File: src/rtl/reg_list_sequencer.sv
// LDM/STM block-transfer sequencer: walks RegList ascending, one register select + word address per beat.
// Latency: first beat the cycle after Start; Done N+1 cycles after Start when every beat is acked at once.
// Backpressure: MemAck low holds S/Addr/mask; optional per-beat timeout abort under SEQ_TIMEOUT_EN.
module reg_list_sequencer #(
    parameter int ADDR_W         = 32,
    parameter int TIMEOUT_CYCLES = 15
) (
    input  logic              Clk,
    input  logic              Clr,
    input  logic              Start,
    input  logic [15:0]       RegList,
    input  logic              Up,
    input  logic [ADDR_W-1:0] Base,
    input  logic              MemAck,
    output logic [3:0]        S,
    output logic              SelValid,
    output logic [ADDR_W-1:0] Addr,
    output logic              Busy,
    output logic              Done,
    output logic [4:0]        Count,
    output logic [ADDR_W-1:0] WbAddr,
    output logic              Err
);

    typedef enum logic [1:0] {
        ST_IDLE = 2'd0,
        ST_XFER = 2'd1,
        ST_DONE = 2'd2,
        ST_ERR  = 2'd3
    } state_t;

    state_t            state_q, state_d;
    logic [15:0]       mask_q, mask_d;
    logic [ADDR_W-1:0] addr_q, addr_d;
    logic [4:0]        count_q, count_d;
    logic [ADDR_W-1:0] wb_addr_q, wb_addr_d;

    logic [4:0]        start_cnt;
    logic [ADDR_W-1:0] start_off;
    logic [3:0]        low_idx;
    logic              timeout;

    always_comb begin
        start_cnt = '0;
        for (int i = 0; i < 16; i++) begin
            start_cnt = start_cnt + {4'd0, RegList[i]};
        end
    end

    assign start_off = {{(ADDR_W-7){1'b0}}, start_cnt, 2'b00};

    // Priority from the top down so the lowest set bit wins.
    always_comb begin
        low_idx = '0;
        for (int i = 15; i >= 0; i--) begin
            if (mask_q[i]) begin
                low_idx = i[3:0];
            end
        end
    end

`ifdef SEQ_TIMEOUT_EN
    localparam int TW = $clog2(TIMEOUT_CYCLES + 1);

    logic [TW-1:0] timer_q, timer_d;

    always_comb begin
        timer_d = '0;
        if (state_q == ST_XFER && !MemAck) begin
            timer_d = timer_q + TW'(1);
        end
    end

    // Abort on the cycle that would complete TIMEOUT_CYCLES unacked offers.
    assign timeout = (state_q == ST_XFER) && !MemAck &&
                     (timer_q == TW'(TIMEOUT_CYCLES - 1));

    always_ff @(posedge Clk or negedge Clr) begin
        if (!Clr) begin
            timer_q <= '0;
        end else begin
            timer_q <= timer_d;
        end
    end
`else
    assign timeout = 1'b0;
`endif

    always_comb begin
        state_d   = state_q;
        mask_d    = mask_q;
        addr_d    = addr_q;
        count_d   = count_q;
        wb_addr_d = wb_addr_q;
        case (state_q)
            ST_IDLE: begin
                if (Start) begin
                    mask_d    = RegList;
                    count_d   = start_cnt;
                    addr_d    = Up ? Base : Base - start_off;
                    wb_addr_d = Up ? Base + start_off : Base - start_off;
                    state_d   = (RegList != 16'd0) ? ST_XFER : ST_DONE;
                end
            end
            ST_XFER: begin
                if (timeout) begin
                    mask_d  = '0;
                    state_d = ST_ERR;
                end else if (MemAck) begin
                    mask_d = mask_q & (mask_q - 16'd1);
                    addr_d = addr_q + ADDR_W'(4);
                    if (mask_d == 16'd0) begin
                        state_d = ST_DONE;
                    end
                end
            end
            ST_DONE: state_d = ST_IDLE;
            ST_ERR:  state_d = ST_IDLE;
            default: state_d = ST_IDLE;
        endcase
    end

    always_ff @(posedge Clk or negedge Clr) begin
        if (!Clr) begin
            state_q   <= ST_IDLE;
            mask_q    <= '0;
            addr_q    <= '0;
            count_q   <= '0;
            wb_addr_q <= '0;
        end else begin
            state_q   <= state_d;
            mask_q    <= mask_d;
            addr_q    <= addr_d;
            count_q   <= count_d;
            wb_addr_q <= wb_addr_d;
        end
    end

    assign S        = low_idx;
    assign SelValid = (state_q == ST_XFER);
    assign Addr     = addr_q;
    assign Busy     = (state_q != ST_IDLE);
    assign Done     = (state_q == ST_DONE);
    assign Count    = count_q;
    assign WbAddr   = wb_addr_q;
`ifdef SEQ_TIMEOUT_EN
    assign Err      = (state_q == ST_ERR);
`else
    assign Err      = 1'b0;
`endif

endmodule
File: config.mk
export PLATFORM = sky130hd
export DESIGN_NAME = reg_list_sequencer
export DESIGN_NICKNAME = d
export VERILOG_FILES = /design/src/rtl/reg_list_sequencer.sv
export SDC_FILE = /design/constraint.sdc
export NUM_CORES = 1
export LEC_CHECK = 0
export BUFFER_PORTS_ARGS = -buffer_cell sky130_fd_sc_hd__buf_2
export CAP_MARGIN = 5
export CORE_MARGIN = 3
export CORE_UTILIZATION = 35
export CTS_CLUSTER_DIAMETER = 80
export CTS_CLUSTER_SIZE = 12
export DETAILED_ROUTE_END_ITERATION = 6
export SETUP_SLACK_MARGIN = 0.02
export SYNTH_ARGS = -nofsm -noshare
export SYNTH_HDL_FRONTEND = slang
export SYNTH_SLANG_ARGS = --single-unit
File: constraint.sdc
create_clock -name Clk -period 3.48 [get_ports Clk]
set_input_delay 0.348 -clock Clk [delete_from_list [all_inputs] [get_ports Clk]]
set_output_delay 0.348 -clock Clk [all_outputs]
set_load 0.02 [all_outputs]
; ---- Yosys cells after proc, flatten, opt, wreduce, memory -nomap -nowiden
; Index checks and enable logic that the tools add are counted.
[totals]
ff_bits = 87
wordCells = 69
output_inout_bits = 77
[classes]
eq_ne = 6
n_reduce_logical = 9
addsub = 19
mux = 29
n_bitwise = 1
[ops]
columns = cell, n
row1 = $mux 32, 4
row2 = $mux 4, 16
row3 = $pmux 32 s2, 1
row4 = $add 5x1->5, 11
row5 = $add 32x3->32 const B, 1
row6 = $add 32x7->32, 1
row7 = $mux 16, 2
row8 = $pmux 16 s2, 1
row9 = $sub 32x7->32, 1
row10 = $and 16x16->16, 1
row11 = $logic_not 16->1, 1
row12 = $reduce_bool 16->1, 1
row13 = $sub 16x1->16 const B, 1
row14 = $mux 2, 4
row15 = $pmux 2 s3, 1
row16 = $reduce_and 3->1, 2
row17 = $add 4x1->5, 1
row18 = $add 3x1->4, 1
row19 = $eq 2x2->1 const B, 2
row20 = $ne 2x2->1 const B, 2
row21 = $reduce_bool 2->1, 2
row22 = $add 2x1->3, 1
row23 = $add 1x1->2, 1
row24 = $eq 2x1->1 const B, 1
row25 = other kinds (4), 4

; ---- Logic depth before layout (Yosys ltp)
; Gate-level depths: netlist of the first run.
[logic_depth]
ltp_word = 19
ltp_mapped = 20

; ---- Worst setup path after synthesis of the first run
; Ideal clock, no wire load.
[synth_path]
path_type = input port to flip-flop
startpoint = input port RegList[0]
endpoint = register wb_addr_q[25] (netlist: WbAddr[25])
path_buffers = 2
arrival_time_ps = 5274
setup_slack_ps = -1923
setup_ps = 128
cell_stages = 20
cell_sequence = fa_1 inv_1 fa_1 fa_1 fa_1 inv_1 ha_1 a21o_1 a21oi_1 xor2_1 inv_1 ha_1 clkbuf_1 nor3_1 a221o_1 or4_4 buf_6 o32ai_4 xnor2_1 o21ai_2
[synth_between]
elab_chain_cells = 17
[synth_rtl]
columns = item, line_no
row1 = "start, declared", 11  ; input logic [15:0] RegList,
row2 = $add 1x1->2 (*), 46  ; start_cnt = start_cnt + {4'd0, RegList[i]};
row3 = $add 2x1->3 (*), 46
row4 = $add 3x1->4 (*), 46
row5 = $add 4x1->5 (*), 46
row6 = $add 5x1->5 (*) (11 in series), 46
row7 = net start_cnt[3], 38  ; logic [4:0] start_cnt;
row8 = $sub 32x7->32 or $add 32x7->32 (tied branches), 101  ; wb_addr_d = Up ? Base + start_off : Base - start_off;
row9 = $mux 32 (*), 101
row10 = "end signal, assigned", 135  ; wb_addr_q <= wb_addr_d;
row11 = "end, declared", 36  ; logic [ADDR_W-1:0] wb_addr_q, wb_addr_d;
; Mark *: on every way through the listed nets, which the timed path passes. The rest lies on a longest branch.
; A chain may end at the register's enable or synchronous reset.

; ---- Final worst setup path of the first run
[layout_path]
startpoint = input port RegList[9]
endpoint = register wb_addr_q[27] (netlist: WbAddr[27])
[layout_between]
elab_chain_cells = 9
[layout_rtl]
columns = item, line_no
row1 = $add 5x1->5 (*) (7 in series), 46
row2 = net start_cnt[1], 38
row3 = $sub 32x7->32 or $add 32x7->32 (tied branches), 101
row4 = $mux 32 (*), 101
; Marks and branches as above.

==> results by group, run 1 <==
Placed design
  – Dpl ws: -1960 ps
  – Dpl cell area: 7800 um^2
  – Port Buffer Count: between 100 and 150
  – Cells after DPL: 1152
  – GPL Wtd Cong: 0.879
  – Final HPWL DP: 15.3 mm

Detailed routing
  – Pre-antenna DRT Iters: 5
  – Post-DRT Antenna Nets: 0
  – Initial DRC count: 370
  – Vias/cell: between 5 and 6
  – Wirelength per Cell: approximately 18 um
  – DRC viols: 0
  – Vias: between 6000 and 7000
  – DRT Wirelength: around 22 mm

Die
  – Initial Util: 0.363
  – Die Y-Extent: 141 um
  – Die ar.: roughly 20000 um^2
  – Die width: ~140 um
  – Ports: 130
  – Core area: approximately 18000 um^2
  – Cell row count: 48

Setup path
  – Type of destination of the critical path: flip-flop
  – Reg2Reg Depth: 6
  – Crit path from: RegList[9]
  – Crit-path cells: buf_6 > fa_1 > inv_2 > fa_2 > fa_2 > fa_1 > inv_2 > ha_4 > fa_2 > inv_2 > ha_2 > o21bai_4 > a221o_2 > buf_6 > or4_4 > o22ai_2 > xnor2_1 > o21ai_1
  – Slowest cell on crit path: fa_2
  – Worst r2r dst: state_q[0]
  – Critical Path Start Type: primary input
  – CP Data Required Time: ~3700 ps
  – Kind of critical path: primary input to flip-flop
  – CP endpoint: WbAddr[27]
  – Worst R2R Start: mask_q[3]
  – R2R setup slack: between 800 and 900 ps
  – Worst EP arrival: 5220 ps
  – Crit-path max FO: 5
  – Max incr delay on CP: roughly 580 ps

Synthesis
  – Sequential fraction of the synthesis area: 0.341
  – Area of the mapped netlist: about 6400 um^2
  – Synth async-reset ratio: 1.00
  – Top-count cell post-synth: nand2_1
  – Synthesized area per cell: between 8 and 9 um^2
  – Ys Warns: 0
  – Primary FF master, synth: dfrtp_1
  – Synthesized netlist cell count: just under 800
  – Dominant cell type by area after synthesis: dfrtp_1
  – EDFF count, synth: 0
  – Number of synthesized register bits: slightly below 90
  – Synth unique cells: a little over 70
  – Net count after synthesis: 853
  – Synth area leaders: dfrtp_1 34%, nand2_1 6.0%, xnor2_1 4.7%
  – Post-synth top cells: 102 x nand2_1, 87 x dfrtp_1, 62 x nor2_1
  – Top cell type's share of synthesized area: 0.341

Global route
  – Largest net degree at the start of global routing: 58
  – Initial antenna violation count: 0
  – Global Route Usage Sum: 0.216
  – First-pass GRT wire length: roughly 34 mm
  – Vias in the first global route: roughly 6300
  – Total grt overflow: 0

STA
  – Final worst slack: -1520 ps
  – RSZ-0062 raised after global routing: yes
  – Endpoints failing hold: 0
  – Skew final: around 8.6 ps
  – Hold_ws: about 39 ps
  – Least-Margin Pin Slew: between 900 and 1000 ps
  – Period utilisation layout: 1.44
  – Setup violators final: just under 60
  – Pins Over Slew Limit: 0
  – Peak Freq: 200 MHz
  – Worst slew margin relative to its limit: 0.372
  – Crit path time final: 5000 ps

Layout
  – Share of layout cells above drive strength 1: 0.398
  – Area occupied by multi-input gates: roughly 4700 um^2
  – # diodes: 0
  – Reg area: around 2200 um^2
  – Post-route insts no fill: 1183
  – Area grow syn2layout: 43.6%
  – Layout fillers: around 1600
  – Final instance area: slightly above 9000 um^2
  – Final #Nets: 1037

Clocking
  – Clock tree root buffer cell: clkbuf_16
  – Clk sinks: 87
  – Total CTS buffers: 9
  – Worst skew pair latency: ~360 ps
  – Hold Buf Count CTS: 0
  – H-tree lvl count: 3
  – TritonCTS clock tree: yes
  – Clock transition at path regs: ~60 ps
  – CTS max path bufs: 2

Run status
  – Status: finished with violations
  – Failing checks: setup timing

Power and ir drop
  – Psw: 4340 uW
  – Cell Pwr Density: approximately 1000 nW/um^2
  – VDD IR-drop max: 476 uV
  – Comb power frac: 0.650
  – Internal power: between 4000 and 5000 uW
  – Leakage: between 0.003 and 0.004 uW
  – Flop pwr share: 0.220
  – Sw Ratio: 0.469
  – Overall Power: just over 9000 uW
  – Clock network power share: 0.130

Hold path
  – Type of the worst min-delay path: primary input to async pin

Job
  – Total of max-cap violations: 0
[cell type report]
class	count	area share
Inverter	41	0.0168
Clock buffer	9	0.0246
Sequential cell	87	0.238
Tap cell	225	0.0307
Clock inverter	6	0.0146
Timing Repair Buffer	219	0.160
Multi-Input combinational cell	596	0.516
[placed cells by master, fill, tap and decap left out, types with 20 or more instances in the layout]
cell / count
buf_2: 123
nand2_1: 95
dfrtp_1: 87
buf_4: 68
nor2_1: 52
a21oi_1: 37
inv_1: 32
o21ai_1: 30
o21ai_0: 27
buf_6: 24
xnor2_1: 20
[per-stage QoR]
stage / utilization / TNS (ps)
after floorplan: - / -76180
after global placement: 0.443 / -98590
after detailed placement: 0.443 / -99600
after CTS: 0.499 / -72960
after global routing: 0.521 / -83010
final: 0.521 / -74280
[kinds of logic (layout without fill, tap and decap cells)]
| family | count (synthesis) | after routing | share of synthesized area |
|---|---|---|---|
| simple gates | 289 | 290 | 0.224 |
| flops | 87 | 87 | 0.341 |
| other cells | 1 | 1 | 0.000588 |
| compound gates | 213 | 213 | 0.219 |
| fa+ha+maj | 31 | 31 | 0.0745 |
| buf+inv | 88 | 275 | 0.0553 |
| xor+xnor | 55 | 55 | 0.0755 |
| mux | 6 | 6 | 0.00961 |
[what timing repair did]
action	CTS	global route
gates cloned	1	0
pin swaps	67	55
resized for setup	126	73
setup buffers	13	9
endpoints found under the setup margin	58	59
[worst max-delay path, delay by kind of cell]
kind,cells,cell delay [ps]
xor gates and xnor gates,1,130
buffers and inverters,5,420
AOI/OAI and AO/OA,4,880
and+or+nand+nor,1,500
adders and majority gates,7,2940
[metal layers]
metal  share of wire  GRT usage
met5               0          0
met4           0.017     0.0535
met3           0.067     0.0546
met2            0.47      0.345
met1            0.45      0.294
[how the worst min path moves through the flow]
stage                     slack [ps]  cells past startpoint   endpoint
after floorplan                   50                      0    Addr[0]
after global routing             120                      1  mask_q[5]
after global placement           450                      2  WbAddr[0]
final                             40                      1  mask_q[5]
after CTS                        100                      1  mask_q[5]
after detailed placement         460                      2  WbAddr[1]
[power groups by stage]
stage               sequential [uW]  combinational [uW]  clock, uW
floorplan                      2360                2710          0
global placement               2030                4830          0
detailed placement             2030                4880          0
CTS                            2020                5530       1230
global route                   2110                6530       1270
finish                         2030                6020       1210
[sequential cells by signal, summed over array words and instances, names as in the netlist]
| signal | flops |
|---|---|
| WbAddr | 32 |
| state_q | 2 |
| Count | 5 |
| Addr | 32 |
| mask_q | 16 |
(Power assumes the default switching activity.)
==> run 2: changes to the inputs <==
--- a/config.mk
+++ b/config.mk
@@ -7,6 +7,7 @@
 export LEC_CHECK = 0
 export BUFFER_PORTS_ARGS = -buffer_cell sky130_fd_sc_hd__buf_2
 export CAP_MARGIN = 5
+export CORE_ASPECT_RATIO = 1.4
 export CORE_MARGIN = 3
 export CORE_UTILIZATION = 35
 export CTS_CLUSTER_DIAMETER = 80
==> run 2 against run 1 <==
The run still ends with setup timing left. Wire length down 0.22%. Global-route usage up 0.19 points. Hold slack better by 170 ps. Combinational power up 2%. Critical path depth up 1. Setup slack better by 17 ps. Largest power group unchanged.
==> results by group, run 2 (same netlist as run 1, synthesis figures left out) <==
Global route
  – Vias in the first global route: 6572 (was 6306)
  – First-pass GRT wire length: 35.0 mm (was 34.3 mm)
  – Total grt overflow: 0 (unchanged)
  – Global Route Usage Sum: 0.218 (was 0.216)
  – Initial antenna violation count: 1 (was 0)
  – Largest net degree at the start of global routing: 69 (was 58)

Clocking
  – TritonCTS clock tree: yes (unchanged)
  – Total CTS buffers: 9 (unchanged)
  – CTS max path bufs: 2 (unchanged)
  – Worst skew pair latency: 350 ps (was 360 ps)
  – H-tree lvl count: 3 (unchanged)
  – Clock transition at path regs: 70 ps (was 60 ps)
  – Clock tree root buffer cell: clkbuf_16 (unchanged)
  – Clk sinks: 87 (unchanged)

Die
  – Initial Util: 0.362 (was 0.363)
  – Ports: 130 (unchanged)
  – Die width: 120 um (was 141 um)
  – Die ar.: 19900 um^2 (about the same)
  – Die Y-Extent: 166 um (was 141 um)
  – Cell row count: 57 (was 48)
  – Core area: 17600 um^2 (about the same)

Job
  – Total of max-cap violations: 0 (unchanged)

STA
  – Least-Margin Pin Slew: 765 ps (was 940 ps)
  – Skew final: 7.43 ps (was 8.63 ps)
  – Peak Freq: 201 MHz (was 200 MHz)
  – Hold_ws: 210 ps (was 39.4 ps)
  – Endpoints failing hold: 0 (unchanged)
  – Period utilisation layout: 1.43 (was 1.44)
  – Pins Over Slew Limit: 0 (unchanged)
  – Final worst slack: -1500 ps (was -1520 ps)
  – Worst slew margin relative to its limit: 0.486 (was 0.372)
  – Setup violators final: 58 (unchanged)
  – RSZ-0062 raised after global routing: yes (unchanged)
  – Setup_tns: -74450 ps (was -74280 ps)
  – Crit path time final: 4980 ps (was 5000 ps)

Setup path
  – CP Data Required Time: 3720 ps (was 3700 ps)
  – Worst Path Buf+Inv: 4 (was 5)
  – Crit-path cells: buf_8 > fa_1 > inv_2 > fa_2 > fa_2 > fa_1 > inv_2 > ha_4 > fa_2 > a21o_1 > nand2_2 > inv_2 > ha_4 > nor2_2 > a221o_2 > or4_4 > o32ai_4 > xnor2_1 > o21ai_2 (was buf_6 > fa_1 > inv_2 > fa_2 > fa_2 > fa_1 > inv_2 > ha_4 > fa_2 > inv_2 > ha_2 > o21bai_4 > a221o_2 > buf_6 > or4_4 > o22ai_2 > xnor2_1 > o21ai_1)
  – Top cell family by delay on the critical path: adder cells (unchanged)
  – Reg2Reg Depth: 6 (unchanged)
  – Stages on the worst setup path: 19 (was 18)
  – Type of destination of the critical path: flip-flop (unchanged)
  – Crit-path max FO: 5 (unchanged)
  – Critical Path Start Type: primary input (unchanged)
  – Worst EP arrival: 5220 ps (about the same)
  – Slowest cell on crit path: fa_1 (was fa_2)
  – Kind of critical path: primary input to flip-flop (unchanged)
  – Max incr delay on CP: 550 ps (was 580 ps)

Power and ir drop
  – Comb power frac: 0.669 (was 0.650)
  – Psw: 4340 uW (about the same)
  – Cell Pwr Density: 1020 nW/um^2 (was 1010 nW/um^2)
  – Clock network power share: 0.112 (was 0.130)
  – Internal power: 4850 uW (was 4910 uW)
  – Sw Ratio: 0.472 (was 0.469)
  – Flop pwr share: 0.219 (was 0.220)
  – Leakage: 0.00394 uW (was 0.00396 uW)
  – VDD IR-drop max: 567 uV (was 476 uV)

Layout
  – Area grow syn2layout: 41.7% (was 43.6%)
  – Post-route insts no fill: 1203 (was 1183)
  – Commonest non-fill, non-tap cells in the layout: 125 x buf_2, 94 x nand2_1, 87 x dfrtp_1 (was 123 x buf_2, 95 x nand2_1, 87 x dfrtp_1)
  – Layout Utilization: 0.513 (was 0.521)
  – Final #Nets: 1044 (was 1037)
  – Layout fillers: 1703 (was 1629)
  – Most common cell after layout, fill and taps aside: buf_2 (unchanged)
  – Final instance area: 9040 um^2 (was 9160 um^2)
  – Share of layout cells above drive strength 1: 0.389 (was 0.398)

Detailed routing
  – DRT Wirelength: 21.8 mm (about the same)
  – DRC viols: 0 (unchanged)
  – Initial DRC count: 488 (was 370)
  – Wirelength per Cell: 18.1 um (was 18.5 um)
  – Vias: 6388 (was 6487)
  – Pre-antenna DRT Iters: 4 (was 5)
  – Vias/cell: 5.31 (was 5.48)
  – Post-DRT Antenna Nets: 0 (unchanged)

Run status
  – Status: finished with violations (unchanged)
  – Failing checks: setup timing (unchanged)

Placed design
  – Final HPWL DP: 15.7 mm (was 15.3 mm)
  – Cells after DPL: 1169 (was 1152)
  – GPL Wtd Cong: 0.895 (was 0.879)
  – Dpl cell area: 7880 um^2 (was 7800 um^2)
  – Port Buffer Count: 128 (unchanged)

Hold path
  – Type of the worst min-delay path: primary input to flip-flop (was primary input to async pin)
  – Worst Hold Depth: 3
-- run 2: final cells by class --
type,count,area (um^2),share of cell area
inverter,41,159,0.0176
clock buffer,10,239,0.0264
timing repair buffer,226,1500,0.165
tap,236,295,0.0327
sequential,87,2180,0.241
clock inverter,6,67.6,0.00747
antenna,1,2.50,0.000277
multi-input combinational,596,4610,0.509
-- run 2: routing by layer --
metal / track usage / share of wire / vias to the layer above / routed length [um]
met4: 0.0828 / 0.030 / 0 / 656
li1: - / - / 3149 / -
met5: 0 / 0 / - / 0
met1: 0.278 / 0.44 / 3053 / 9480
met2: 0.374 / 0.50 / 150 / 10900
met3: 0.0286 / 0.034 / 36 / 741
-- run 2: timing repair --
action                                  in CTS  in global routing
pin swaps                                   49                 47
hold endpoints to repair                     2                  0
endpoints found under the setup margin      58                 61
cloned                                       1                  0
resized for setup                          105                 50
hold buffers                                 1                  0
buffers inserted                            10                  7
-- run 2: tightest hold or removal path: stages --
cell     delay [ps]
buf_2            70
nand2_1          50
nand2_1          50
-- run 2: worst paths after layout --
path | startpoint | endpoint | slack (ps)
worst max-delay path | RegList[5] | WbAddr[25] | -1500
worst min-delay path | Base[1] | Addr[1] | 210
worst max register to register | mask_q[7] | state_q[0] | 910
worst min register to register | WbAddr[0] | WbAddr[0] | 470
max in group asynchronous | Clr | Addr[29] | 2180
min in group asynchronous | Clr | WbAddr[5] | 530
-- run 2: stage by stage --
stage	total power, uW	setup slack, ps
2_1_floorplan	5070	-1630
3_5_place_dp	7050	-1920
5_1_grt	9880	-1620
3_3_place_gp	7000	-1880
6_report	9200	-1500
4_1_cts	8890	-1470
-- run 2: power by group through the flow --
stage	Clock (uW)	Sequential, uW	Combinational, uW
2_1_floorplan	0	2360	2710
3_3_place_gp	0	2010	4990
3_5_place_dp	0	2020	5030
4_1_cts	1060	2010	5820
5_1_grt	1110	2100	6670
6_report	1030	2020	6150
